### src/rtl/envase_lotes_param_if.sv
`default_nettype none
// ============================================================================
// Module   : envase_lotes_param_if
// Brief    : Line-side bus of the cork magazine / batch counter block.
// Revision : 1.0 - initial release
// ============================================================================
interface envase_lotes_param_if #(
  parameter int CORK_MAX    = 15,
  parameter int STOCK_W     = 7,
  parameter int BATCH_SIZE  = 12,
  parameter int MAX_BATCHES = 10
);
  localparam int CW = $clog2(CORK_MAX + 1);
  localparam int UW = $clog2(BATCH_SIZE);
  localparam int BW = (MAX_BATCHES > 1) ? $clog2(MAX_BATCHES) : 1;
  localparam int RW = 8;

  logic               cap_req;
  logic               qc_pass;
  logic               qc_reject;
  logic               stock_load;
  logic               cap_grant;
  logic               cap_alarm;
  logic               disp_busy;
  logic [CW-1:0]      cork_count;
  logic [STOCK_W-1:0] stock_count;
  logic [UW-1:0]      unit_count;
  logic [BW-1:0]      batch_count;
  logic               batch_done;
  logic [RW-1:0]      reject_count;

  modport master (
    output cap_req, qc_pass, qc_reject, stock_load,
    input  cap_grant, cap_alarm, disp_busy, cork_count, stock_count,
           unit_count, batch_count, batch_done, reject_count
  );

  modport slave (
    input  cap_req, qc_pass, qc_reject, stock_load,
    output cap_grant, cap_alarm, disp_busy, cork_count, stock_count,
           unit_count, batch_count, batch_done, reject_count
  );
endinterface
`default_nettype wire

### src/rtl/envase_lotes_param.sv
`default_nettype none
// ============================================================================
// Module   : envase_lotes_param
// Brief    : Cork magazine (capping + refill dispenser) and batch/reject counters.
// Revision : 1.0 - initial release
// ============================================================================
module envase_lotes_param #(
  parameter int CORK_MAX     = 15,
  parameter int REFILL_LEVEL = 5,
  parameter int LOAD_QTY     = 20,
  parameter int STOCK_W      = 7,
  parameter int DISP_CYCLES  = 2,
  parameter int BATCH_SIZE   = 12,
  parameter int MAX_BATCHES  = 10
) (
  input  logic                 clk,
  input  logic                 reset,
  envase_lotes_param_if.slave  bus
);
  localparam int CW = $clog2(CORK_MAX + 1);
  localparam int UW = $clog2(BATCH_SIZE);
  localparam int BW = (MAX_BATCHES > 1) ? $clog2(MAX_BATCHES) : 1;
  localparam int RW = 8;
  localparam int TW = (DISP_CYCLES > 1) ? $clog2(DISP_CYCLES) : 1;

  localparam logic [CW-1:0]      c_cork_max   = CW'(CORK_MAX);
  localparam logic [STOCK_W-1:0] c_stock_max  = {STOCK_W{1'b1}};
  localparam logic [UW-1:0]      c_unit_last  = UW'(BATCH_SIZE - 1);
  localparam logic [BW-1:0]      c_batch_last = BW'(MAX_BATCHES - 1);
  localparam logic [TW-1:0]      c_tick_last  = TW'(DISP_CYCLES - 1);
  localparam logic [RW-1:0]      c_reject_max = {RW{1'b1}};

  typedef enum logic [1:0] {
    CAP_IDLE  = 2'd0,
    CAP_GRANT = 2'd1,
    CAP_HOLD  = 2'd2,
    CAP_ALARM = 2'd3
  } cap_state_t;

  typedef enum logic [0:0] {
    DISP_IDLE = 1'b0,
    DISP_MOVE = 1'b1
  } disp_state_t;

  cap_state_t         r_cap_state;
  disp_state_t        r_disp_state;
  logic               r_cap_grant;
  logic               r_cap_alarm;
  logic [TW-1:0]      r_tick;
  logic [CW-1:0]      r_cork;
  logic [STOCK_W-1:0] r_stock;
  logic [UW-1:0]      r_unit;
  logic [BW-1:0]      r_batch;
  logic               r_batch_done;
  logic [RW-1:0]      r_reject;

  logic               w_consume;
  logic               w_due;
  logic               w_xfer;
  logic               w_refill_low;
  logic [CW-1:0]      w_cork_next;
  logic [31:0]        w_stock_sum;
  logic [STOCK_W-1:0] w_stock_next;

  // A transfer is skipped only if the magazine is full with no cork leaving on the same edge.
  assign w_consume    = (r_cap_state == CAP_GRANT) && (r_cork != '0);
  assign w_due        = (r_disp_state == DISP_MOVE) && (r_tick == c_tick_last);
  assign w_xfer       = w_due && (r_stock != '0) && ((r_cork != c_cork_max) || w_consume);
  assign w_cork_next  = r_cork + CW'(w_xfer) - CW'(w_consume);
  assign w_stock_sum  = 32'(r_stock) + (bus.stock_load ? 32'(LOAD_QTY) : 32'd0) - 32'(w_xfer);
  assign w_stock_next = (w_stock_sum > 32'(c_stock_max)) ? c_stock_max : w_stock_sum[STOCK_W-1:0];
  assign w_refill_low = (32'(r_cork) <= 32'(REFILL_LEVEL));

  always_ff @(posedge clk or posedge reset) begin
    if (reset) begin
      r_cap_state <= CAP_IDLE;
      r_cap_grant <= 1'b0;
      r_cap_alarm <= 1'b0;
    end else begin
      r_cap_grant <= 1'b0;
      r_cap_alarm <= 1'b0;
      case (r_cap_state)
        CAP_IDLE: begin
          if (bus.cap_req) begin
            if (r_cork != '0) begin
              r_cap_state <= CAP_GRANT;
              r_cap_grant <= 1'b1;
            end else begin
              r_cap_state <= CAP_ALARM;
              r_cap_alarm <= 1'b1;
            end
          end
        end
        CAP_GRANT: r_cap_state <= CAP_HOLD;
        CAP_HOLD: begin
          if (!bus.cap_req) r_cap_state <= CAP_IDLE;
        end
        CAP_ALARM: begin
          if (!bus.cap_req) begin
            r_cap_state <= CAP_IDLE;
          end else if (r_cork != '0) begin
            r_cap_state <= CAP_GRANT;
            r_cap_grant <= 1'b1;
          end else begin
            r_cap_alarm <= 1'b1;
          end
        end
        default: r_cap_state <= CAP_IDLE;
      endcase
    end
  end

  always_ff @(posedge clk or posedge reset) begin
    if (reset) begin
      r_disp_state <= DISP_IDLE;
      r_tick       <= '0;
    end else begin
      case (r_disp_state)
        DISP_IDLE: begin
          if (w_refill_low && (r_stock != '0)) begin
            r_disp_state <= DISP_MOVE;
            r_tick       <= '0;
          end
        end
        DISP_MOVE: begin
          if (w_due) begin
            r_tick <= '0;
            if (!w_xfer || (w_cork_next == c_cork_max) || (w_stock_next == '0))
              r_disp_state <= DISP_IDLE;
          end else begin
            r_tick <= r_tick + 1'b1;
          end
        end
        default: r_disp_state <= DISP_IDLE;
      endcase
    end
  end

  always_ff @(posedge clk or posedge reset) begin
    if (reset) begin
      r_cork  <= '0;
      r_stock <= '0;
    end else begin
      r_cork  <= w_cork_next;
      r_stock <= w_stock_next;
    end
  end

  // A simultaneous reject masks the pass.
  always_ff @(posedge clk or posedge reset) begin
    if (reset) begin
      r_unit       <= '0;
      r_batch      <= '0;
      r_batch_done <= 1'b0;
      r_reject     <= '0;
    end else begin
      r_batch_done <= 1'b0;
      if (bus.qc_reject) begin
        if (r_reject != c_reject_max) r_reject <= r_reject + 1'b1;
      end else if (bus.qc_pass) begin
        if (r_unit == c_unit_last) begin
          r_unit       <= '0;
          r_batch      <= (r_batch == c_batch_last) ? '0 : r_batch + 1'b1;
          r_batch_done <= 1'b1;
        end else begin
          r_unit <= r_unit + 1'b1;
        end
      end
    end
  end

  assign bus.cap_grant    = r_cap_grant;
  assign bus.cap_alarm    = r_cap_alarm;
  assign bus.disp_busy    = (r_disp_state == DISP_MOVE);
  assign bus.cork_count   = r_cork;
  assign bus.stock_count  = r_stock;
  assign bus.unit_count   = r_unit;
  assign bus.batch_count  = r_batch;
  assign bus.batch_done   = r_batch_done;
  assign bus.reject_count = r_reject;
endmodule
`default_nettype wire

### src/flat_wrapper.sv
// flat-port wrapper written by rule: the top's interface ports become plain ports
module envase_lotes_param_flat 
#(
  parameter int CORK_MAX     = 15,
  parameter int REFILL_LEVEL = 5,
  parameter int LOAD_QTY     = 20,
  parameter int STOCK_W      = 7,
  parameter int DISP_CYCLES  = 2,
  parameter int BATCH_SIZE   = 12,
  parameter int MAX_BATCHES  = 10
)
  (clk, reset, bus_cap_req, bus_qc_pass, bus_qc_reject, bus_stock_load, bus_cap_grant, bus_cap_alarm, bus_disp_busy, bus_cork_count, bus_stock_count, bus_unit_count, bus_batch_count, bus_batch_done, bus_reject_count);
  envase_lotes_param_if #(.CORK_MAX(CORK_MAX), .STOCK_W(STOCK_W), .BATCH_SIZE(BATCH_SIZE), .MAX_BATCHES(MAX_BATCHES)) bus_i ();
  input  logic clk;
  input  logic reset;
  input wire logic [$bits(bus_i.cap_req)-1:0] bus_cap_req;
  input wire logic [$bits(bus_i.qc_pass)-1:0] bus_qc_pass;
  input wire logic [$bits(bus_i.qc_reject)-1:0] bus_qc_reject;
  input wire logic [$bits(bus_i.stock_load)-1:0] bus_stock_load;
  output wire logic [$bits(bus_i.cap_grant)-1:0] bus_cap_grant;
  output wire logic [$bits(bus_i.cap_alarm)-1:0] bus_cap_alarm;
  output wire logic [$bits(bus_i.disp_busy)-1:0] bus_disp_busy;
  output wire logic [$bits(bus_i.cork_count)-1:0] bus_cork_count;
  output wire logic [$bits(bus_i.stock_count)-1:0] bus_stock_count;
  output wire logic [$bits(bus_i.unit_count)-1:0] bus_unit_count;
  output wire logic [$bits(bus_i.batch_count)-1:0] bus_batch_count;
  output wire logic [$bits(bus_i.batch_done)-1:0] bus_batch_done;
  output wire logic [$bits(bus_i.reject_count)-1:0] bus_reject_count;
  assign bus_i.cap_req = bus_cap_req;
  assign bus_i.qc_pass = bus_qc_pass;
  assign bus_i.qc_reject = bus_qc_reject;
  assign bus_i.stock_load = bus_stock_load;
  assign bus_cap_grant = bus_i.cap_grant;
  assign bus_cap_alarm = bus_i.cap_alarm;
  assign bus_disp_busy = bus_i.disp_busy;
  assign bus_cork_count = bus_i.cork_count;
  assign bus_stock_count = bus_i.stock_count;
  assign bus_unit_count = bus_i.unit_count;
  assign bus_batch_count = bus_i.batch_count;
  assign bus_batch_done = bus_i.batch_done;
  assign bus_reject_count = bus_i.reject_count;
  envase_lotes_param #(.CORK_MAX(CORK_MAX), .REFILL_LEVEL(REFILL_LEVEL), .LOAD_QTY(LOAD_QTY), .STOCK_W(STOCK_W), .DISP_CYCLES(DISP_CYCLES), .BATCH_SIZE(BATCH_SIZE), .MAX_BATCHES(MAX_BATCHES)) u_core (.clk(clk), .reset(reset), .bus(bus_i));
endmodule
### config.mk
export PLATFORM = sky130hd
export DESIGN_NAME = envase_lotes_param_flat
export DESIGN_NICKNAME = d
export VERILOG_FILES = /design/src/rtl/envase_lotes_param_if.sv /design/src/rtl/envase_lotes_param.sv /design/src/flat_wrapper.sv
export SDC_FILE = /design/constraint.sdc
export NUM_CORES = 1
export LEC_CHECK = 0
export CAP_MARGIN = 20
export CORE_MARGIN = 2
export CORE_UTILIZATION = 55
export DETAILED_ROUTE_END_ITERATION = 10
export DONT_BUFFER_PORTS = 1
export GPL_TIMING_DRIVEN = 0
export PLACE_DENSITY_LB_ADDON = 0.25
export SKIP_CTS_REPAIR_TIMING = 1
export SYNTH_ARGS = -nofsm -noshare
export SYNTH_HDL_FRONTEND = slang
export SYNTH_SLANG_ARGS = --single-unit
### constraint.sdc
create_clock -name clk -period 4.24 [get_ports clk]
set_input_delay 0.424 -clock clk [delete_from_list [all_inputs] [get_ports clk]]
set_output_delay 0.424 -clock clk [all_outputs]
set_load 0.005 [all_outputs]
After elaboration in Yosys (flattened, before gate mapping). Index checks and enable logic that the tools add are counted.

Register bits after elaboration: 34. Bits of input ports: 6. Output and inout bits: 31.

Add/subtract/negate cells: 8. $lt $le $gt $ge: 2. Equal/unequal tests: 12. Multiplexer cells: 26. Bitwise gates (word level): 2. Reduce and logical (&&, ||, !) cells: 18.

Operators by type and width (count): adder 7 x 32 -> 32 bit (1); > comparator 32 x 7 -> 1 bit (second input constant) (1); subtractor 32 x 1 -> 32 bit (1); 2-to-1 mux 1 bit (14); equality test 4 bit (second input constant) (3); 2-to-1 mux 2 bit (5); adder 4 x 1 -> 4 bit (second input constant) (2); adder 8 x 1 -> 8 bit (second input constant) (1); 2-to-1 mux 4 bit (2); inequality test 8 bit (second input constant) (1); case mux 2 bit (4 select lines) (1); zero test 7 bit (1); 2-to-1 mux 7 bit (1); nonzero test 7 bit (1); AND reduction 3 bit (2); logical AND 1 bit (5); 2-to-1 mux 5 bit (1); adder 4 x 1 -> 4 bit (1); equality test 2 bit (second input constant) (2); <= comparator 4 x 3 -> 1 bit (second input constant) (1); inequality test 2 bit (second input constant) (2); inequality test 4 bit (second input constant) (1); case mux 1 bit (2 select lines) (2); AND reduction 2 bit (2); other kinds (11) (14).

Longest topological paths before layout. Gate-level depths: netlist of run 1.

Depth after elaboration: 12. Depth in mapped cells: 18. Depth with buffers taken out: 18.

Least setup slack after synthesis of run 1. No wires, ideal clock.

Kind: reg2reg. From: register u_core.r_cap_state[1]. To: register u_core.r_disp_state, in the netlist u_core.bus.disp_busy. Arrival time: 2.949 ns. Data required time: 4.093 ns. Path slack: 1.145 ns. Cell stages (with the launch flop): 19. Path buffers: 0. Period minus slack after synthesis: 3.095 ns. Cells stage by stage: dfrtp_1 -> inv_1 -> ha_1 -> nand4b_1 -> nand2_1 -> nor2_1 -> ha_1 -> inv_1 -> ha_1 -> fa_1 -> a211oi_1 -> nor2_1 -> a21oi_1 -> nor2_1 -> nor2_1 -> ha_1 -> nand4b_1 -> a21oi_2 -> a311oi_2.

Cells in the longest elaborated chain, start to end: 12. Elaborated cells on any way between the ends: 17.

Ends and longest elaborated chain: start: declaration (line envase_lotes_param.sv:45) `cap_state_t r_cap_state;`; start signal: assignment (line envase_lotes_param.sv:76) `r_cap_state <= CAP_IDLE;`; start signal: assignment (line envase_lotes_param.sv:86) `r_cap_state <= CAP_GRANT;`; start signal: assignment (line envase_lotes_param.sv:89) `r_cap_state <= CAP_ALARM;`; equality test 2 x 1 -> 1 bit (*) (line envase_lotes_param.sv:66) `assign w_consume = (r_cap_state == CAP_GRANT) && (r_cork != '0);`; logical AND 1 bit (*) (line envase_lotes_param.sv:66); logical OR 1 bit (line envase_lotes_param.sv:68) `assign w_xfer = w_due && (r_stock != '0) && ((r_cork != c_cork_max) || w_consume);`; logical AND 1 bit (line envase_lotes_param.sv:68); subtractor 32 x 1 -> 32 bit or adder 4 x 1 -> 4 bit (tied branches) (line envase_lotes_param.sv:70, envase_lotes_param.sv:69); > comparator 32 x 7 -> 1 bit or subtractor 4 x 1 -> 4 bit (tied branches) (line envase_lotes_param.sv:71, envase_lotes_param.sv:69); 2-to-1 mux 7 bit or equality test 4 bit (tied branches) (line envase_lotes_param.sv:71, envase_lotes_param.sv:128); zero test 7 bit or logical OR 1 bit (tied branches) (line envase_lotes_param.sv:128) `if (!w_xfer || (w_cork_next == c_cork_max) || (w_stock_next == '0))`; logical OR 1 bit (*) (line envase_lotes_param.sv:128); 2-to-1 mux 1 bit (*) (line envase_lotes_param.sv:128); 2-to-1 mux 1 bit (*) (line envase_lotes_param.sv:126) `if (w_due) begin`; case mux 1 bit (2 select lines) (*) (line envase_lotes_param.sv:118) `case (r_disp_state)`; end signal: assignment (line envase_lotes_param.sv:121) `r_disp_state <= DISP_MOVE;`; end signal: assignment (line envase_lotes_param.sv:129) `r_disp_state <= DISP_IDLE;`; end signal: assignment (line envase_lotes_param.sv:134) `default: r_disp_state <= DISP_IDLE;`; end: declaration (line envase_lotes_param.sv:46) `disp_state_t r_disp_state;`.

Every way passes the cells marked *; elsewhere a longest branch is shown, timed or not. A chain may end at the register's enable or synchronous reset.

Final worst setup path of run 1. Same ends and word-level chain as after synthesis.

==> flow_summary.ini, run 1 <==
[run_status]
outcome = finished, final reports clean

[sta]
finalCritPeriodShare = 0.861
rsz0062_at_grt = no
final-max-slew-violation-count = 0
min_period_ns = 3.65
setup_tns_ns = 0
setup_violations = 0
clock_skew_ns = 0.00424
slew_headroom = 0.628
hold_ws_ns = 0.0658
finalHoldViolCount = 0
worstMarginPinSlew_ns = 0.558
max_freq_mhz = 274
setup_ws_ns = 0.588

[clock_network]
worstSkewPairLatency_ns = 0.29
cts.sinks = 34
htree_num_levels = 2
clk_pin_slew_worst_paths_ns = 0.07
clockBufferDepth = 2
cts_tree = built
numCtsBuffers = 5
cts_root_buffer = clkbuf_8

[worst_setup_path]
crit_buf_inv = 2
endpoint_kind = flip-flop
crit_path_top_delay_cell = fa_1
crit_chain = inv_1 > ha_1 > nand4b_1 > nand2_1 > nor2_1 > ha_1 > inv_1 > ha_1 > fa_1 > a211oi_1 > nor2_1 > a21oi_1 > nor2_1 > nor2_1 > ha_1 > nand4b_1 > a21oi_2 > a311oi_2
cp.arrival_ns = 3.79
crit_cells = 18
path_max_fanout = 8
slowest_delay_ns = 0.42
rr_worst_depth = 18
cp.required_ns = 4.38
cp-start-kind = flip-flop
crit_family = adder cells
path_class = reg -> reg

[floorplanning]
fp.dieW_microns = 65.1
die-area_sq_mm = 0.00424
core_sq_mm = 0.00363
die_y_microns = 65.1
start_util = 0.566
ios = 37
num_rows = 22

[placed_design]
portBuffers = 0
pre_cts_slack_ns = 0.661
placed_area_sq_mm = 0.00214
hpwl_microns = 2890
place_congestion = 0.824
dp_cells = 250

[route]
via_per_inst = 5.70
vias = 1470
drc = 0
antenna_left = 0
drtIter0Drc = 38
dr.pass1.iters = 6
wire_per_inst_microns = 14.6
wl_microns = 3760

[layout]
fin_util = 0.616
final_net_count = 242
final_cell_area_sq_mm = 0.00224
drive_gt1_frac = 0.100
fin_cells = 258
most-common-layout-cells = dfrtp_1 (34), inv_1 (28), ha_1 (25)
diodes = 0
area_delta_synth_final_pct = 8.89
final_common_cell = dfrtp_1

[synthesis]
synth_top_area_frac = 0.414
avgSynthCellArea_sq_um = 10.2
async_reset_ff_frac = 1.00
synth_area_leaders = dfrtp_1 (41%), ha_1 (15%), inv_1 (5.1%)
synth_area_leader_cell = dfrtp_1
synth_edf_count = 0
yosysWarnings = 0
syn_nets = 234
synth.cell_area_sq_mm = 0.00206
ys_ff_latch = 34
synth_seq_area_share = 0.414
ys.flop_type = dfrtp_1
ys_types = 41
synthCells = 201

[global_routing]
grt_overflow = 0
grt_first_pass_wirelength_microns = 6420
antenna_found_initial = 0
grt_pass1_vias = 1537
grt_max_degree = 24
grt_usage = 0.201

[power_and_ir_drop]
power.total_mw = 1.81
leakage_nw = 1.08
p_per_area_mw_per_mm2 = 810
ir_worst_vdd_mv = 0.467

[run]
drv_cap = 0

[worst_hold_path]
hold_path.class = in -> async
[cells by family (layout without fill, tap and decap cells)]
logic type / Yosys count / in the layout / synth area share
buf+inv: 29 / 38 / 0.0536
compound gates: 26 / 26 / 0.0980
fa+ha+maj: 27 / 27 / 0.172
xor+xnor: 16 / 16 / 0.0682
flops: 34 / 34 / 0.414
mux: 6 / 6 / 0.0310
simple gates: 63 / 63 / 0.164
[cells in the mapped netlist (4+ instances only)]
| library cell | number |
|---|---|
| nor3_1 | 4 |
| nor2_1 | 15 |
| o21ai_0 | 6 |
| nand2_1 | 17 |
| xnor2_1 | 12 |
| a21oi_1 | 5 |
| dfrtp_1 | 34 |
| nand2b_1 | 5 |
| nand3_1 | 6 |
| inv_1 | 28 |
| ha_1 | 25 |
| xor2_1 | 4 |
[state kept, by name (all words and copies together) (netlist names)]
signal	cells
u_core.r_tick	1
u_core.r_cap_state	2
u_core.bus.cork_count	4
u_core.bus.cap_grant	1
u_core.bus.batch_done	1
u_core.bus.disp_busy	1
u_core.bus.batch_count	4
u_core.bus.unit_count	4
u_core.bus.reject_count	8
u_core.bus.cap_alarm	1
u_core.bus.stock_count	7
[worst paths after layout]
path | from | to | slack [ns]
min in group clk | bus_cap_req | u_core.bus.cap_grant$_DFF_PP0_ | 0.29
max | u_core.r_cap_state[1]$_DFFE_PP0P_ | u_core.bus.disp_busy$_DFF_PP0_ | 0.59
max in group asynchronous | reset | u_core.bus.stock_count[6]$_DFF_PP0_ | 3.67
min reg2reg | u_core.bus.reject_count[5]$_DFFE_PP0P_ | u_core.bus.reject_count[5]$_DFFE_PP0P_ | 0.54
min | reset | u_core.bus.cap_alarm$_DFF_PP0_ | 0.07
max reg2reg | u_core.r_cap_state[1]$_DFFE_PP0P_ | u_core.bus.disp_busy$_DFF_PP0_ | 0.59
[metal layers]
metal | vias to the layer above | wire [microns] | GRT usage
met3 | 7 | 300 | 0.0976
met1 | 725 | 1490 | 0.211
li1 | 695 | - | -
met5 | - | 0 | 0
met2 | 43 | 1900 | 0.340
met4 | 0 | 70 | 0.0885
[worst register-to-register path, stage by stage, from the launching register on]
cell,delay (ns)
dfrtp_1,0.41
inv_1,0.13
ha_1,0.21
nand4b_1,0.16
nand2_1,0.07
nor2_1,0.16
ha_1,0.17
inv_1,0.04
ha_1,0.21
fa_1,0.42
a211oi_1,0.35
nor2_1,0.12
a21oi_1,0.17
nor2_1,0.06
nor2_1,0.09
ha_1,0.14
nand4b_1,0.10
a21oi_2,0.33
a311oi_2,0.16
[cell type report]
type / instances / area (sq um)
clock inverter: 2 / 12.5
clock buffer: 6 / 82.6
buffer: 1 / 5.00
fill: 310 / 1400
multi-input combinational: 138 / 1090
inverter: 28 / 105
sequential: 34 / 851
tap: 48 / 60.1
timing repair buffer: 1 / 27.5
[power by group]
group	total, mW	switching [mW]	internal [mW]
registers	0.638	0.175	0.463
clock network	0.250	0.120	0.130
logic	0.925	0.512	0.413
total	1.81	0.807	1.01
No activity file was read; power rests on OpenSTA's default activity.
==> run 2: changes to the inputs <==
ABC_CLOCK_PERIOD_IN_PS = 4240   (was unset)
==> results of run 2 <==
Final layout, timing and power as in run 1 (identical DEF).
==> run 3: changes to the inputs <==
ABC_CLOCK_PERIOD_IN_PS = 4730   (was 4240)
CORE_ASPECT_RATIO = 2   (was unset)
clock period = 4.73 ns   (was 4.24 ns; I/O delays follow)
==> run 3 against run 2 <==
Effect of this change: routed wire length rose by 3.1%; critical path depth stayed put; flip-flop and latch count stayed put.
==> flow_summary.ini, run 3 (synthesis gave the netlist of run 1 again) <==
[run_status]
outcome = finished, final reports clean

[clock_network]
htree_num_levels = 2
clockBufferDepth = 2
worstSkewPairLatency_ns = 0.30
numCtsBuffers = 5
cts.sinks = 34
cts_tree = built
cts_root_buffer = clkbuf_8
clk_pin_slew_worst_paths_ns = 0.07

[route]
drc = 0
via_per_inst = 5.61
vias = 1454
antenna_left = 0
wl_microns = 3880
wire_per_inst_microns = 15.0
drtIter0Drc = 22
dr.pass1.iters = 4

[sta]
final-max-slew-violation-count = 0
finalCritPeriodShare = 0.765
worstMarginPinSlew_ns = 0.630
min_period_ns = 3.62
clock_skew_ns = 0.0116
setup_violations = 0
slew_headroom = 0.579
max_freq_mhz = 276
finalHoldViolCount = 0
setup_tns_ns = 0
rsz0062_at_grt = no

[floorplanning]
die-area_sq_mm = 0.00427
ios = 37
die_y_microns = 90.5
fp.dieW_microns = 47.2
core_sq_mm = 0.00361
num_rows = 31
start_util = 0.570

[power_and_ir_drop]
p_sw_uw = 736
p_per_area_mw_per_mm2 = 760
power_frac_clock = 0.188
combPwrFrac = 0.480
leakage_nw = 1.11
seqPwrFrac = 0.332
ir_worst_vdd_mv = 0.484
sw_frac_of_total = 0.424
internal_power_uw = 998

[layout]
fin_cells = 259
most-common-layout-cells = dfrtp_1 (34), inv_1 (28), ha_1 (25)
fillers = 307
final_common_cell = dfrtp_1
diodes = 0
final_net_count = 242
drive_gt1_frac = 0.100
largest_reg_flops = 8
area_delta_synth_final_pct = 11.0

[global_routing]
grt_first_pass_wirelength_microns = 6810
antenna_found_initial = 0
grt_pass1_vias = 1618
grt_usage = 0.217
grt_overflow = 0
grt_max_degree = 22

[worst_hold_path]
hold_path.class = in -> async

[worst_setup_path]
path_class = reg -> reg
endpoint_kind = flip-flop
path_max_fanout = 8
cp-start-kind = flip-flop
reg2reg_slack_ns = 1.11
cp.arrival_ns = 3.77
cp.required_ns = 4.88

[placed_design]
place_congestion = 0.825
dp_cells = 251
portBuffers = 0
hpwl_microns = 3130

[run]
drv_cap = 0
## run 3: cell type report
type,count,area (sq um),share of cell area
clock buffers,5,68.8,0.0302
clock inverters,3,68.8,0.0302
repair buffers,1,27.5,0.0121
well taps,49,61.3,0.0269
multi-input cells,138,1090,0.480
flip-flops and latches,34,851,0.373
plain buffers,1,5.00,0.00219
inverters,28,105,0.0461
## run 3: final timing paths
check | from | endpoint | cells past startpoint
setup reg to reg | u_core.r_cap_state[1]$_DFFE_PP0P_ | u_core.bus.disp_busy$_DFF_PP0_ | 18
hold reg to reg | u_core.r_tick$_DFFE_PP0P_ | u_core.r_tick$_DFFE_PP0P_ | 1
min in group clk | bus_cap_req | u_core.bus.cap_grant$_DFF_PP0_ | 1
max in group asynchronous | reset | u_core.bus.reject_count[7]$_DFFE_PP0P_ | 2
setup / recovery | u_core.r_cap_state[1]$_DFFE_PP0P_ | u_core.bus.disp_busy$_DFF_PP0_ | 18
hold / removal | reset | u_core.bus.cork_count[1]$_DFF_PP0_ | 1
## run 3: worst max-delay path, cell delays in order, from the launching register on
cell	delay, ns
dfrtp_1	0.40
inv_1	0.13
ha_1	0.21
nand4b_1	0.17
nand2_1	0.07
nor2_1	0.14
ha_1	0.18
inv_1	0.04
ha_1	0.20
fa_1	0.42
a211oi_1	0.33
nor2_1	0.12
a21oi_1	0.16
nor2_1	0.05
nor2_1	0.09
ha_1	0.14
nand4b_1	0.11
a21oi_2	0.35
a311oi_2	0.16
## run 3: routing by layer
layer	track usage	up-vias	wire length, microns
met5	0	-	0
met4	0.0903	0	80
met3	0.0560	5	173
met2	0.399	26	2330
met1	0.203	732	1290
li1	-	691	-
## run 3: power by group through the flow
stage / clock network (mW) / registers [mW] / logic (mW)
3_5_place_dp: 0 / 0.586 / 0.835
2_1_floorplan: 0 / 0.539 / 0.669
3_3_place_gp: 0 / 0.576 / 0.774
6_report: 0.326 / 0.576 / 0.832
5_1_grt: 0.349 / 0.601 / 0.959
4_1_cts: 0.333 / 0.580 / 0.839
## run 3: stage by stage
| step | setup slack (ns) | area (sq um) | hold slack (ns) | total power, mW | util |
|---|---|---|---|---|---|
| after floorplan | 1.63 | 2060 | 0.489 | 1.21 | - |
| after detailed placement | 1.15 | 2140 | 0.478 | 1.42 | 0.595 |
| after CTS | 1.12 | 2280 | 0.160 | 1.75 | 0.633 |
| after global placement | 1.22 | 2120 | 0.509 | 1.35 | 0.587 |
| final | 1.11 | 2280 | 0.145 | 1.73 | 0.633 |
| after global routing | 0.800 | 2280 | 0.181 | 1.91 | 0.633 |
